--- src/rtl/mdio_slave_responder.sv ---
// mdio_slave_responder: clause-22 MDIO management target, PHY side.
// It oversamples MDC on the fabric clock. It decodes read and write frames
// addressed to PHY_ADDR and serves a 32 x 16-bit register file:
//   reg 0      control, RW; writing bit15 = 1 restores every RW register
//   reg 1      live phy_status, read-only
//   reg 2/3    PHY identifier, read-only
//   reg 4-31   general RW, reset to 0
// Optional build macro MDIO_PREAMBLE_SUPPRESS_EN: after a frame that completed
// to this PHY_ADDR, a single preamble 1 is enough to start the next frame.
`timescale 1ns/1ps

module mdio_slave_responder #(
    parameter logic [4:0]  PHY_ADDR     = 5'd0,
    parameter logic [15:0] PHY_ID1      = 16'h0141,
    parameter logic [15:0] PHY_ID2      = 16'h0CC2,
    parameter logic [15:0] CTRL_RST_VAL = 16'h1140
) (
    input  logic        clk,
    input  logic        rst_n,
    input  logic        mdc,
    input  logic        mdio_i,
    output logic        mdio_o,
    output logic        mdio_t,
    input  logic [15:0] phy_status,
    output logic [15:0] ctrl_reg,
    output logic        reg_wr_stb,
    output logic [4:0]  reg_wr_addr,
    output logic [15:0] reg_wr_data
);

    typedef enum logic [2:0] {HUNT, ST, OP, PHYAD, REGAD, TA, DATA} state_t;

    // Pending pad action, armed on a rise_p and carried out on the next fall_p.
    typedef enum logic [1:0] {FA_NONE, FA_TA0, FA_DBIT, FA_REL} fall_act_t;

    localparam logic [5:0] PRE_FULL = 6'd32;

    // Preamble counter increment, saturating at a full 32-bit preamble.
    function automatic logic [5:0] sat_inc(input logic [5:0] cnt);
        return (cnt >= PRE_FULL) ? PRE_FULL : cnt + 6'd1;
    endfunction

    logic        mdc_p0, mdc_p1, mdc_p2;
    logic        mdio_p0, mdio_p1, mdio_p2;
    logic        rise_p, fall_p;
    logic        mdio_bit;

    state_t      state;
    fall_act_t   fall_act;
    logic [5:0]  pre_cnt;
    logic [3:0]  bit_cnt;
    logic [3:0]  field;
    logic        op_rd;
    logic        match;
    logic [4:0]  reg_addr;
    logic [15:0] rd_shift;
    logic [14:0] wr_shift;
    logic        pre_ok;
`ifdef MDIO_PREAMBLE_SUPPRESS_EN
    logic        last_ok;
`endif

    logic [4:0]  shift_addr;
    logic [4:0]  rd_idx;
    logic [4:0]  wr_idx;
    logic [15:0] rd_word;
    logic [15:0] wr_word;
    logic        commit;
    logic [15:0] rw_regs [0:27];

    // ---- stage p0/p1: two-flop synchronizers; p2: edge-detect history ----
    // mdio is delayed one extra flop so mdio_bit lines up with rise_p.
    // Synchronize mdc/mdio and register the edge pulses (mdc edge -> pulse = 3 clk).
    always_ff @(posedge clk or negedge rst_n) begin
        if (!rst_n) begin
            mdc_p0  <= 1'b0;
            mdc_p1  <= 1'b0;
            mdc_p2  <= 1'b0;
            mdio_p0 <= 1'b1;
            mdio_p1 <= 1'b1;
            mdio_p2 <= 1'b1;
            rise_p  <= 1'b0;
            fall_p  <= 1'b0;
        end else begin
            mdc_p0  <= mdc;
            mdc_p1  <= mdc_p0;
            mdc_p2  <= mdc_p1;
            mdio_p0 <= mdio_i;
            mdio_p1 <= mdio_p0;
            mdio_p2 <= mdio_p1;
            rise_p  <= mdc_p1 & ~mdc_p2;
            fall_p  <= ~mdc_p1 & mdc_p2;
        end
    end

    assign mdio_bit   = mdio_p2;
    assign shift_addr = {field, mdio_bit};
    assign rd_idx     = shift_addr - 5'd4;
    assign wr_idx     = reg_addr - 5'd4;
    assign wr_word    = {wr_shift, mdio_bit};
    assign commit     = rise_p && (state == DATA) && (bit_cnt == 4'd15) && !op_rd && match;

    // Decide whether a 0 in HUNT may start a frame.
    always_comb begin
`ifdef MDIO_PREAMBLE_SUPPRESS_EN
        pre_ok = (pre_cnt == PRE_FULL) || (last_ok && (pre_cnt != 6'd0));
`else
        pre_ok = (pre_cnt == PRE_FULL);
`endif
    end

    // Read mux, indexed by the register address as it completes in REGAD.
    always_comb begin
        rd_word = 16'h0000;
        case (shift_addr)
            5'd0:    rd_word = ctrl_reg;
            5'd1:    rd_word = phy_status;
            5'd2:    rd_word = PHY_ID1;
            5'd3:    rd_word = PHY_ID2;
            default: rd_word = rw_regs[rd_idx];
        endcase
    end

    // ---- frame decode: bits taken on rise_p, pad updated on fall_p ----
    // Frame FSM with registered pad, strobe and write-port outputs.
    always_ff @(posedge clk or negedge rst_n) begin
        if (!rst_n) begin
            state       <= HUNT;
            fall_act    <= FA_NONE;
            pre_cnt     <= '0;
            bit_cnt     <= '0;
            field       <= '0;
            op_rd       <= 1'b0;
            match       <= 1'b0;
            reg_addr    <= '0;
            rd_shift    <= '0;
            wr_shift    <= '0;
            mdio_o      <= 1'b0;
            mdio_t      <= 1'b1;
            reg_wr_stb  <= 1'b0;
            reg_wr_addr <= '0;
            reg_wr_data <= '0;
`ifdef MDIO_PREAMBLE_SUPPRESS_EN
            last_ok     <= 1'b0;
`endif
        end else begin
            reg_wr_stb <= 1'b0;
            if (rise_p) begin
                case (state)
                    HUNT: begin
                        if (mdio_bit) begin
                            pre_cnt <= sat_inc(pre_cnt);
                        end else begin
                            pre_cnt <= '0;
                            if (pre_ok) state <= ST;
                        end
                    end
                    ST: begin
                        if (mdio_bit) begin
                            state   <= OP;
                            bit_cnt <= '0;
                        end else begin
                            state <= HUNT;
`ifdef MDIO_PREAMBLE_SUPPRESS_EN
                            last_ok <= 1'b0;
`endif
                        end
                    end
                    OP: begin
                        field <= shift_addr[3:0];
                        if (bit_cnt == 4'd1) begin
                            bit_cnt <= '0;
                            case ({field[0], mdio_bit})
                                2'b10: begin
                                    op_rd <= 1'b1;
                                    state <= PHYAD;
                                end
                                2'b01: begin
                                    op_rd <= 1'b0;
                                    state <= PHYAD;
                                end
                                default: begin
                                    state <= HUNT;
`ifdef MDIO_PREAMBLE_SUPPRESS_EN
                                    last_ok <= 1'b0;
`endif
                                end
                            endcase
                        end else begin
                            bit_cnt <= bit_cnt + 4'd1;
                        end
                    end
                    PHYAD: begin
                        field <= shift_addr[3:0];
                        if (bit_cnt == 4'd4) begin
                            bit_cnt <= '0;
                            match   <= (shift_addr == PHY_ADDR);
                            state   <= REGAD;
                        end else begin
                            bit_cnt <= bit_cnt + 4'd1;
                        end
                    end
                    REGAD: begin
                        field <= shift_addr[3:0];
                        if (bit_cnt == 4'd4) begin
                            bit_cnt  <= '0;
                            reg_addr <= shift_addr;
                            // Snapshot: later phy_status changes cannot tear the frame.
                            rd_shift <= rd_word;
                            state    <= TA;
                        end else begin
                            bit_cnt <= bit_cnt + 4'd1;
                        end
                    end
                    TA: begin
                        // TA bits are never checked; a matching read takes the bus here.
                        if (bit_cnt == 4'd0) begin
                            bit_cnt <= 4'd1;
                            if (op_rd && match) fall_act <= FA_TA0;
                        end else begin
                            bit_cnt <= '0;
                            state   <= DATA;
                            if (op_rd && match) fall_act <= FA_DBIT;
                        end
                    end
                    DATA: begin
                        wr_shift <= wr_word[14:0];
                        if (bit_cnt == 4'd15) begin
                            bit_cnt <= '0;
                            pre_cnt <= '0;
                            state   <= HUNT;
                            if (op_rd && match) fall_act <= FA_REL;
                            if (commit) begin
                                reg_wr_stb  <= 1'b1;
                                reg_wr_addr <= reg_addr;
                                reg_wr_data <= wr_word;
                            end
`ifdef MDIO_PREAMBLE_SUPPRESS_EN
                            last_ok <= match;
`endif
                        end else begin
                            bit_cnt <= bit_cnt + 4'd1;
                            if (op_rd && match) fall_act <= FA_DBIT;
                        end
                    end
                    default: state <= HUNT;
                endcase
            end else if (fall_p) begin
                case (fall_act)
                    FA_TA0: begin
                        mdio_t <= 1'b0;
                        mdio_o <= 1'b0;
                    end
                    FA_DBIT: begin
                        mdio_o   <= rd_shift[15];
                        rd_shift <= {rd_shift[14:0], 1'b0};
                    end
                    FA_REL: begin
                        mdio_t <= 1'b1;
                        mdio_o <= 1'b0;
                    end
                    default: ;
                endcase
                fall_act <= FA_NONE;
            end
        end
    end

    // ---- register file: written in the same cycle the strobe is launched ----
    // Register file storage with soft-reset handling on reg 0 bit 15.
    always_ff @(posedge clk or negedge rst_n) begin
        if (!rst_n) begin
            ctrl_reg <= CTRL_RST_VAL;
            for (int i = 0; i < 28; i++) rw_regs[i] <= 16'h0000;
        end else if (commit) begin
            if (reg_addr == 5'd0) begin
                if (wr_word[15]) begin
                    ctrl_reg <= CTRL_RST_VAL & 16'h7FFF;
                    for (int i = 0; i < 28; i++) rw_regs[i] <= 16'h0000;
                end else begin
                    ctrl_reg <= wr_word;
                end
            end else if (reg_addr >= 5'd4) begin
                rw_regs[wr_idx] <= wr_word;
            end
        end
    end

endmodule

--- config.mk ---
export PLATFORM = sky130hd
export DESIGN_NAME = mdio_slave_responder
export DESIGN_NICKNAME = d
export VERILOG_FILES = /design/src/rtl/mdio_slave_responder.sv
export SDC_FILE = /design/constraint.sdc
export NUM_CORES = 1
export LEC_CHECK = 0
export BUFFER_PORTS_ARGS = -buffer_cell sky130_fd_sc_hd__buf_4
export CORE_MARGIN = 4
export CORE_UTILIZATION = 40
export DETAILED_ROUTE_END_ITERATION = 7
export PLACE_DENSITY = 0.57
export SYNTH_ARGS = -nofsm -noshare
export SYNTH_HDL_FRONTEND = slang
export SYNTH_SLANG_ARGS = --single-unit
export TNS_END_PERCENT = 100
--- constraint.sdc ---
create_clock -name clk -period 3.1 [get_ports clk]
set_clock_uncertainty 0.15 [all_clocks]
set_input_delay 0.31 -clock clk [delete_from_list [all_inputs] [get_ports clk]]
set_output_delay 0.31 -clock clk [all_outputs]
set_load 0.02 [all_outputs]
==> results.yml, run 1 <==
outcome:
  status: "finished clean"
floorplanning:
  num_rows: 91
  die_area_mm2: 0.0669
  core-area_mm2: 0.0619
  initial_utilization: 0.406
  die_w_um: 259
  die_height_um: 259
  io_pins: 60
power:
  p_sw_mw: 3.25
  powerDensity_mw_per_mm2: 507
  p_leak_nw: 13.4
  pwr-share-clk: 0.485
  ir_drop_uv: 441
  p_total_mw: 14.8
  p_int_mw: 11.6
  seq_power_share: 0.489
  swShare: 0.219
  combPwrFrac: 0.027
sta:
  worst-slew-pin-transition_ns: 0.983
  fin_setup_tns_ns: 0
  drv_slew: 0
  rsz0062_at_grt: "false"
  finalCriticalPeriod_ns: 3.04
  relSlewSlack: 0.345
  fmax_mhz: 328
  final.period_utilization: 0.982
  holdWs_ns: 0.109
  hold_viol: 0
  setup_viol: 0
synth:
  syn-num-nets: 1917
  syn_area_per_cell_um2: 13.3
  synth_seq_cells: 552
  yosys-top-cells-count: "dfrtp_1, a22o_1, mux4_2"
  synth_ff_type: "dfrtp_1"
  seq_area_frac_synth: 0.550
  synth_top_area_frac: 0.543
  synth_area_leaders: "dfrtp_1, a22o_1, mux4_2"
  synth-edff-count: 0
  async_reset_ff_frac: 1.00
  yosysTopAreaCell: "dfrtp_1"
  yosysMostFrequentCell: "dfrtp_1"
  yosysUniqueCellTypes: 65
  synth_area_mm2: 0.0251
  ys_warn_count: 0
  syn-instance-count: 1883
cells_and_area:
  regArea_mm2: 0.0138
  fin_nets: 1993
  largest_reg_flops: 448
  drive_gt1_frac: 0.253
  finalInstanceArea_mm2: 0.0292
  fillers: 5509
  multi_input_area_mm2: 0.0104
  synthToLayoutAreaGrowth_pct: 16.0
  reg_top3: "rw_regs x448, rd_shift x16, reg_wr_data x16"
  top_register: "rw_regs"
  diodes: 0
cts:
  cts-root-buf: "clkbuf_16"
  clk_pin_slew_worst_paths_ns: 0.06
  cts_tree: "yes"
  numCtsBuffers: 57
  h-tree-depth: 2
  insertion_delay_ns: 0.62
  cts_buffer_depth: 3
  clkSinkCount: 552
route:
  vias_per_cell: 6.24
  drc: 0
  wirelength_mm: 77.8
  first_iter_violations: 1690
  routedWlPerCell_um: 27.4
  vias: 17700
  drt_pass1_iterations: 5
  ant_nets: 0
setup_path:
  crit_path_start_kind: "flip-flop"
  cp_max_fo: 9
  crit_type: "flip-flop to flip-flop"
  worstPathRequired_ns: 3.44
  end_kind: "flip-flop"
  arrival_ns: 3.38
place:
  place_hpwl_mm: 48.8
  port_buffers: 58
  place.gp.congestion: 0.862
  placed_cell_area_mm2: 0.0270
min_path:
  hold_path.class: "input pin to flip-flop"
grt:
  grt_usage: 0.230
  grt_pass1_vias: 17900
  grt_overflow: 0
  grt_pass1_wl_mm: 119
  antenna_found_initial: 0
  grt_max_degree: 76
flow_run:
  drv_cap: 0
-- through the flow --
step / util / setup WS [ns] / instances
after floorplan: - / 0.00683 / 1883
after global placement: 0.436 / -0.0312 / 2724
after detailed placement: 0.436 / -0.0456 / 2724
after CTS: 0.469 / 0.0720 / 2837
after global routing: 0.471 / 0.00738 / 2843
final: 0.471 / 0.0552 / 2843
-- area by class of cell --
| class | count | share of cell area |
|---|---|---|
| sequential | 552 | 0.474 |
| multi-input combinational | 1126 | 0.356 |
| timing repair buffer | 206 | 0.0651 |
| clock buffer | 82 | 0.0567 |
| tap | 837 | 0.0359 |
| clock inverter | 24 | 0.0100 |
| inverter | 16 | 0.00206 |
-- kinds of logic after synthesis --
group / Yosys count / share of synthesized area
other: 1 / 0.000149
AND/OR/NAND/NOR: 259 / 0.0632
XOR/XNOR: 5 / 0.00174
flip-flops: 552 / 0.550
adder cells (fa/ha/maj): 14 / 0.00697
multiplexers: 173 / 0.119
AO/OA/AOI/OAI: 674 / 0.221
buffers and inverters: 205 / 0.0383
-- power by group through the flow --
| stage | sequential [mW] | combinational, mW | clock (mW) |
|---|---|---|---|
| after floorplan | 7.36 | 0.138 | 0 |
| after global routing | 7.23 | 0.444 | 7.61 |
| final | 7.23 | 0.396 | 7.17 |
| after global placement | 7.37 | 0.388 | 0 |
| after detailed placement | 7.37 | 0.395 | 0 |
| after CTS | 7.23 | 0.409 | 7.31 |
-- timing repair --
action,CTS,global route
buffers inserted,4,6
cloned,0,0
gates resized for setup,0,2
setup endpoints to repair,4,114
hold buffers,3,0
endpoints found under the hold margin,57,0
pin swaps,0,10
-- metal layers --
layer	vias to the layer above	share of wire	wire [um]	global-route usage
met5	-	0	0	0
met4	0	0.032	2480	0.0685
met3	132	0.072	5570	0.0446
met2	657	0.45	35300	0.349
met1	9463	0.44	34400	0.338
li1	7481	-	-	-
-- worst paths after layout --
| check | startpoint | endpoint | slack [ns] | cells past startpoint |
|---|---|---|---|---|
| worst max-delay path | mdio_bit | rd_shift[11] | 0.06 | 7 |
| worst min-delay path | phy_status[15] | rd_shift[15] | 0.11 | 5 |
| worst max register to register | mdio_bit | rd_shift[11] | 0.06 | 7 |
| worst min register to register | mdio_p1 | mdio_bit | 0.21 | 0 |
| max in group asynchronous | rst_n | rw_regs[68] | 1.74 | 3 |
| min in group asynchronous | rst_n | pre_cnt[3] | 0.17 | 2 |
-- critical path, stage by stage (launching register included) --
cell	delay (ns)
dfstp_4	0.72
buf_4	0.26
mux4_2	0.58
a22o_1	0.25
a211oi_1	0.35
buf_4	0.21
a21oi_1	0.06
a221o_1	0.33
-- cells in the final DEF, fill, tap and decap left out, types with 14 or more instances in the layout --
master     Yosys  final
a21oi_1       22     22
nor3_4        20     20
a22oi_1       29     29
buf_12         0     27
nor2_1        57     55
o21ai_2       20     20
dfrtp_1      545    544
nand3_1       14     14
o21ai_0       30     30
inv_1         16     16
ha_1          14     14
clkbuf_1      82     14
and2_1        19     19
mux2i_1       32     32
mux2_2        45     45
nor2b_1       26     25
a22o_1       463    463
a211oi_1      35     35
clkbuf_16      0     59
o22ai_1       17     17
buf_4         19    175
mux4_2        96     96
nand2_1       62     62
(Power assumes the default switching activity.)
==> inputs of run 2 (changes only) <==
Settings changed: CORE_UTILIZATION 40 to 35, PLACE_DENSITY 0.57 to 0.51.
==> run 2 against run 1 <==
  * Maximum frequency decreased by 1.1%
  * Critical path depth decreased by 1
  * Critical path type unchanged
  * Combinational power decreased by 1%
  * Largest power group is now clock
==> results.yml, run 2 (synthesis gave the netlist of run 1 again) <==
cells_and_area:
  final_common_cell: "dfrtp_1"
  fin_nets: 1972
  largest_reg_flops: 448
  multi_input_area_mm2: 0.0104
  regArea_mm2: 0.0138
  fin_cells: 2928
  reg_top3: "rw_regs x448, rd_shift x16, reg_wr_data x16"
  synthToLayoutAreaGrowth_pct: 16.0
  top_register: "rw_regs"
  diodes: 0
  layout_common_cells: "dfrtp_1, a22o_1, buf_4"
  fillers: 6558
  drive_gt1_frac: 0.247
min_path:
  hold_path.class: "input pin to flip-flop"
  min-delay-start: "phy_status[15]"
cts:
  cts_buffer_depth: 3
  clk_pin_slew_worst_paths_ns: 0.06
  cts_tree: "yes"
  numCtsBuffers: 60
  cts-root-buf: "clkbuf_16"
  insertion_delay_ns: 0.63
  h-tree-depth: 2
  clkSinkCount: 552
outcome:
  status: "finished clean"
sta:
  relSlewSlack: 0.328
  setup_viol: 0
  worst-slew-pin-transition_ns: 1.01
  fmax_mhz: 325
  rsz0062_at_grt: "false"
  finalCriticalPeriod_ns: 3.08
  worst_slack_ns: 0.0207
  holdWs_ns: 0.0535
  hold_viol: 0
  final.period_utilization: 0.993
  drv_slew: 0
setup_path:
  worstPathRequired_ns: 3.46
  worst_r2r_path_depth: 6
  critical_path_depth: 6
  max_stage_delay_ns: 0.73
  crit_start: "mdio_bit"
  path_delay_family: "compound AO/OA/AOI/OAI gates"
  reg2reg_to: "rd_shift[13]"
  r2r_slack_ns: 0.02
  end_kind: "flip-flop"
  cp_slowest_cell: "dfstp_4"
  arrival_ns: 3.44
  crit_end: "rd_shift[13]"
  crit_chain: "buf_12, mux4_2, a22o_1, a211oi_1, a21oi_1, a221o_1"
  crit_type: "flip-flop to flip-flop"
  cp_max_fo: 24
  critPathBufInv: 1
  crit_path_start_kind: "flip-flop"
  reg2reg_from: "mdio_bit"
power:
  ir_drop_uv: 425
  p_leak_nw: 13.3
  seq_power_share: 0.480
  p_int_mw: 11.8
  combPwrFrac: 0.026
  powerDensity_mw_per_mm2: 517
  p_total_mw: 15.1
  swShare: 0.220
  p_sw_mw: 3.31
  pwr-share-clk: 0.494
route:
  first_iter_violations: 1668
  routedWlPerCell_um: 27.7
  ant_nets: 0
  wirelength_mm: 81.0
  drt_pass1_iterations: 5
  vias_per_cell: 6.03
  vias: 17600
  drc: 0
place:
  place.gp.congestion: 0.842
  place_hpwl_mm: 49.7
  pre_cts_slack_ns: -0.00818
  port_buffers: 58
  post-place-cells: 2811
floorplanning:
  die_height_um: 276
  core-area_mm2: 0.0706
  die_area_mm2: 0.0762
  io_pins: 60
  initial_utilization: 0.356
  num_rows: 97
  die_w_um: 276
grt:
  grt_usage: 0.214
  antenna_found_initial: 1
  grt_pass1_vias: 18200
  grt_overflow: 0
  grt_pass1_wl_mm: 123
  grt_max_degree: 81
flow_run:
  drv_cap: 0
## run 2: per-layer routing
metal  vias to the layer above  track usage  routed length, um
met1                      9522        0.304              35900
met5                         -      0.00834                 28
met4                         2       0.0725               2860
met3                       138       0.0353               4670
met2                       539        0.334              37600
li1                       7446            -                  -
## run 2: metrics by stage
stage	setup TNS, ns	instance area (um2)	utilization
6_report	0	29200	0.413
4_1_cts	0	29100	0.412
3_5_place_dp	-0.00818	27000	0.382
5_1_grt	0	29200	0.413
2_1_floorplan	0	25100	-
3_3_place_gp	-0.00574	27000	0.382
## run 2: what timing repair did
item,4_1_cts,5_1_grt
endpoints found under the setup margin,2,62
resized for setup,2,4
buffers inserted,0,2
pin swaps,0,7
hold endpoints to repair,117,0
hold buffers,3,0
cloned,0,0
## run 2: worst min-delay path: stages
cell and delay, ns:
buf_4 0.08, nand3_1 0.13, a21oi_1 0.17, a21oi_1 0.05, o31ai_1 0.05
## run 2: worst min-delay path by stage
stage | to | slack [ns] | cells after the start
finish | rd_shift[15] | 0.05 | 5
global route | rd_shift[15] | 0.06 | 5
CTS | rd_shift[15] | 0.05 | 5
detailed placement | mdc_p1 | 0.17 | 1
global placement | mdc_p1 | 0.17 | 1
floorplan | bit_cnt[0] | -0.14 | 0
## run 2: power groups by stage
| stage | Clock (mW) | Combinational (mW) | Sequential [mW] |
|---|---|---|---|
| after floorplan | 0 | 0.138 | 7.36 |
| after global placement | 0 | 0.394 | 7.36 |
| after CTS | 7.59 | 0.406 | 7.23 |
| after detailed placement | 0 | 0.402 | 7.36 |
| final | 7.43 | 0.391 | 7.23 |
| after global routing | 7.92 | 0.440 | 7.23 |
## run 2: layout make-up
cell class                 instances  area share
inverter                          16     0.00206
multi-input combinational       1126       0.357
clock buffer                      97      0.0649
timing repair buffer             182      0.0555
tap                              940      0.0403
sequential                       552       0.474
clock inverter                    15     0.00579
==> inputs of run 3 (changes only) <==
Settings changed: ABC_AREA from default to 1, CTS_CLUSTER_SIZE from default to 20, SKIP_CTS_REPAIR_TIMING from default to 1.
==> run 3 against run 2 <==
  * Register-to-register slack gained 0.08 ns
  * Die area rose by 3.5%
  * Via count is 28% higher
  * Hold slack worse by 0.078 ns
  * Sequential power hardly changed
  * The run now ends with hold timing left
  * Critical path type unchanged
  * Largest power group is now sequential cells
==> results.yml, run 3 <==
power:
  p_leak_nw: 13.8
  p_sw_mw: 3.45
  p_total_mw: 15.0
  combPwrFrac: 0.038
  pwr-share-clk: 0.480
  powerDensity_mw_per_mm2: 498
  swShare: 0.230
  ir_drop_uv: 417
  seq_power_share: 0.483
  p_int_mw: 11.5
route:
  ant_nets: 0
  drt_pass1_iterations: 5
  first_iter_violations: 2512
  wirelength_mm: 89.8
  routedWlPerCell_um: 21.5
  vias_per_cell: 5.42
  drc: 0
  vias: 22600
cells_and_area:
  final_common_cell: "nand2_1"
  largest_reg_flops: 448
  fin_nets: 3195
  layout_common_cells: "nand2_1, dfrtp_1, inv_1"
  fillers: 7457
  regArea_mm2: 0.0138
  reg_top3: "rw_regs x448, rd_shift x16, reg_wr_data x16"
  drive_gt1_frac: 0.101
  multi_input_area_mm2: 0.00935
  synthToLayoutAreaGrowth_pct: 15.6
  top_register: "rw_regs"
synth:
  synth_top_family_by_area: "simple AND/OR/NAND/NOR gates"
  yosysTopAreaCell: "dfrtp_1"
  yosysMostFrequentCell: "nand2_1"
  syn-num-nets: 3162
  synth.mux.area_fraction: 0
  async_reset_ff_frac: 1.00
  synth-edff-count: 0
  synth_compound_area_frac: 0.151
  yosysUniqueCellTypes: 46
  seq_area_frac_synth: 0.531
  synth-simple-area-share: 0.200
  synth_area_mm2: 0.0260
  synth_area_leaders: "dfrtp_1, o22ai_1, nand2_1"
  synth-xor-area-share: 0.000673
  ys_warn_count: 0
  syn_area_per_cell_um2: 8.32
  syn-instance-count: 3128
  synth_seq_cells: 552
  synth_ff_type: "dfrtp_1"
  synth_top_area_frac: 0.524
  synthAdderAreaFrac: 0.00673
  yosys-top-cells-count: "nand2_1, dfrtp_1, inv_1"
sta:
  hold_viol: 1
  final.period_utilization: 0.969
  fin_setup_tns_ns: 0
  rsz0062_at_grt: "false"
  fmax_mhz: 333
  holdWs_ns: -0.0249
  finalCriticalPeriod_ns: 3.00
  drv_slew: 0
  setup_viol: 0
  relSlewSlack: 0.336
  worst-slew-pin-transition_ns: 0.995
setup_path:
  crit_type: "flip-flop to flip-flop"
  critPathBufInv: 3
  r2r_slack_ns: 0.1
  path_delay_family: "simple AND/OR/NAND/NOR gates"
  cp_max_fo: 113
  max_stage_delay_ns: 0.51
  crit_path_start_kind: "flip-flop"
  worstPathRequired_ns: 3.46
  end_kind: "flip-flop"
  arrival_ns: 3.37
  critPathMostFrequentCell: "nand2_1"
  crit_chain: "inv_6, buf_12, buf_16, nand2_1, nand3_1, a21oi_1, nor2_1, nand2_1, nand3_1, nand2_1, nand2_1, nand2_1"
  cp_slowest_cell: "dfstp_4"
floorplanning:
  die_w_um: 281
  die_height_um: 281
  num_rows: 99
  core-area_mm2: 0.0733
  initial_utilization: 0.355
  die_area_mm2: 0.0788
  io_pins: 60
grt:
  antenna_found_initial: 0
  grt_max_degree: 135
  grt_usage: 0.225
  grt_pass1_vias: 22000
  grt_pass1_wl_mm: 138
  grt_overflow: 0
min_path:
  hold_path.class: "input pin to flip-flop"
place:
  place.gp.congestion: 0.903
  place_hpwl_mm: 56.0
  port_buffers: 58
cts:
  clk_pin_slew_worst_paths_ns: 0.06
  clkSinkCount: 552
  cts-root-buf: "clkbuf_16"
  insertion_delay_ns: 0.63
  numCtsBuffers: 59
  cts_tree: "yes"
  cts_buffer_depth: 3
  h-tree-depth: 2
flow_run:
  drv_cap: 0
outcome:
  violations: "hold timing"
  status: "finished, violations left"
run 3: cell types whose count changed after synthesis, sizes merged, moves of 23 or more:
cell    before  now
nand2       62  705
inv         16  527
a22o       463    0
o22ai       17  449
nand3       14  391
mux4        96    0
mux2        45    0
clkbuf      83  125
a21oi       22   62
a211oi      36    2
mux2i       32    0
a22oi       29    0
nor2b       26    0
nor2        57   80
run 3: kinds of logic (layout without fill, tap and decap cells):
| group | count (synthesis) | after routing |
|---|---|---|
| compound gates | 617 | 617 |
| xor+xnor | 2 | 2 |
| fa+ha+maj | 14 | 14 |
| buf+inv | 742 | 823 |
| flops | 552 | 552 |
| other cells | 1 | 2 |
| simple gates | 1200 | 1200 |
run 3: power groups by stage:
stage                     Sequential, mW  Combinational, mW  Clock, mW
after floorplan                     7.36              0.250          0
after global placement              7.36              0.557          0
after detailed placement            7.37              0.559          0
after CTS                           7.23              0.561       7.36
after global routing                7.23              0.642       7.65
final                               7.23              0.569       7.19
run 3: worst paths after layout:
check,start,endpoint,cells after the start
min in group asynchronous,rst_n,field[0],2
max in group asynchronous,rst_n,rw_regs[131],3
setup reg to reg,mdio_bit,rd_shift[4],12
setup / recovery,mdio_bit,rd_shift[4],12
hold reg to reg,mdc_p0,mdc_p1,0
hold / removal,phy_status[8],rd_shift[8],7
run 3: cell type report:
class,instances,area share
clock buffers,87,0.0559
multi-input cells,1834,0.311
well taps,959,0.0399
clock inverters,22,0.00885
flip-flops and latches,552,0.459
repair buffers,184,0.0588
diodes,1,0.0000831
inverters,530,0.0664
run 3: layer usage:
metal	track usage	wire, um
met2	0.345	40400
met5	0	0
met1	0.323	40500
met4	0.0706	2740
met3	0.0409	6040
run 3: worst register-to-register path, stage by stage, from the launching register on:
cell	delay [ns]
dfstp_4	0.51
inv_6	0.08
buf_12	0.33
buf_16	0.59
nand2_1	0.14
nand3_1	0.16
a21oi_1	0.12
nor2_1	0.30
nand2_1	0.21
nand3_1	0.13
nand2_1	0.06
nand2_1	0.08
nand2_1	0.05
run 3: per-stage QoR:
step            util  hold slack, ns  setup WS (ns)  instance area (um2)  cells
5_1_grt        0.410        -0.00204        0.00948                30100   4168
6_report       0.410         -0.0249         0.0969                30100   4169
2_1_floorplan      -          -0.136          0.167                26000   3128
3_3_place_gp   0.382           0.185          0.140                28000   4045
4_1_cts        0.408          -0.453          0.132                29900   4154
3_5_place_dp   0.382           0.198          0.142                28000   4045
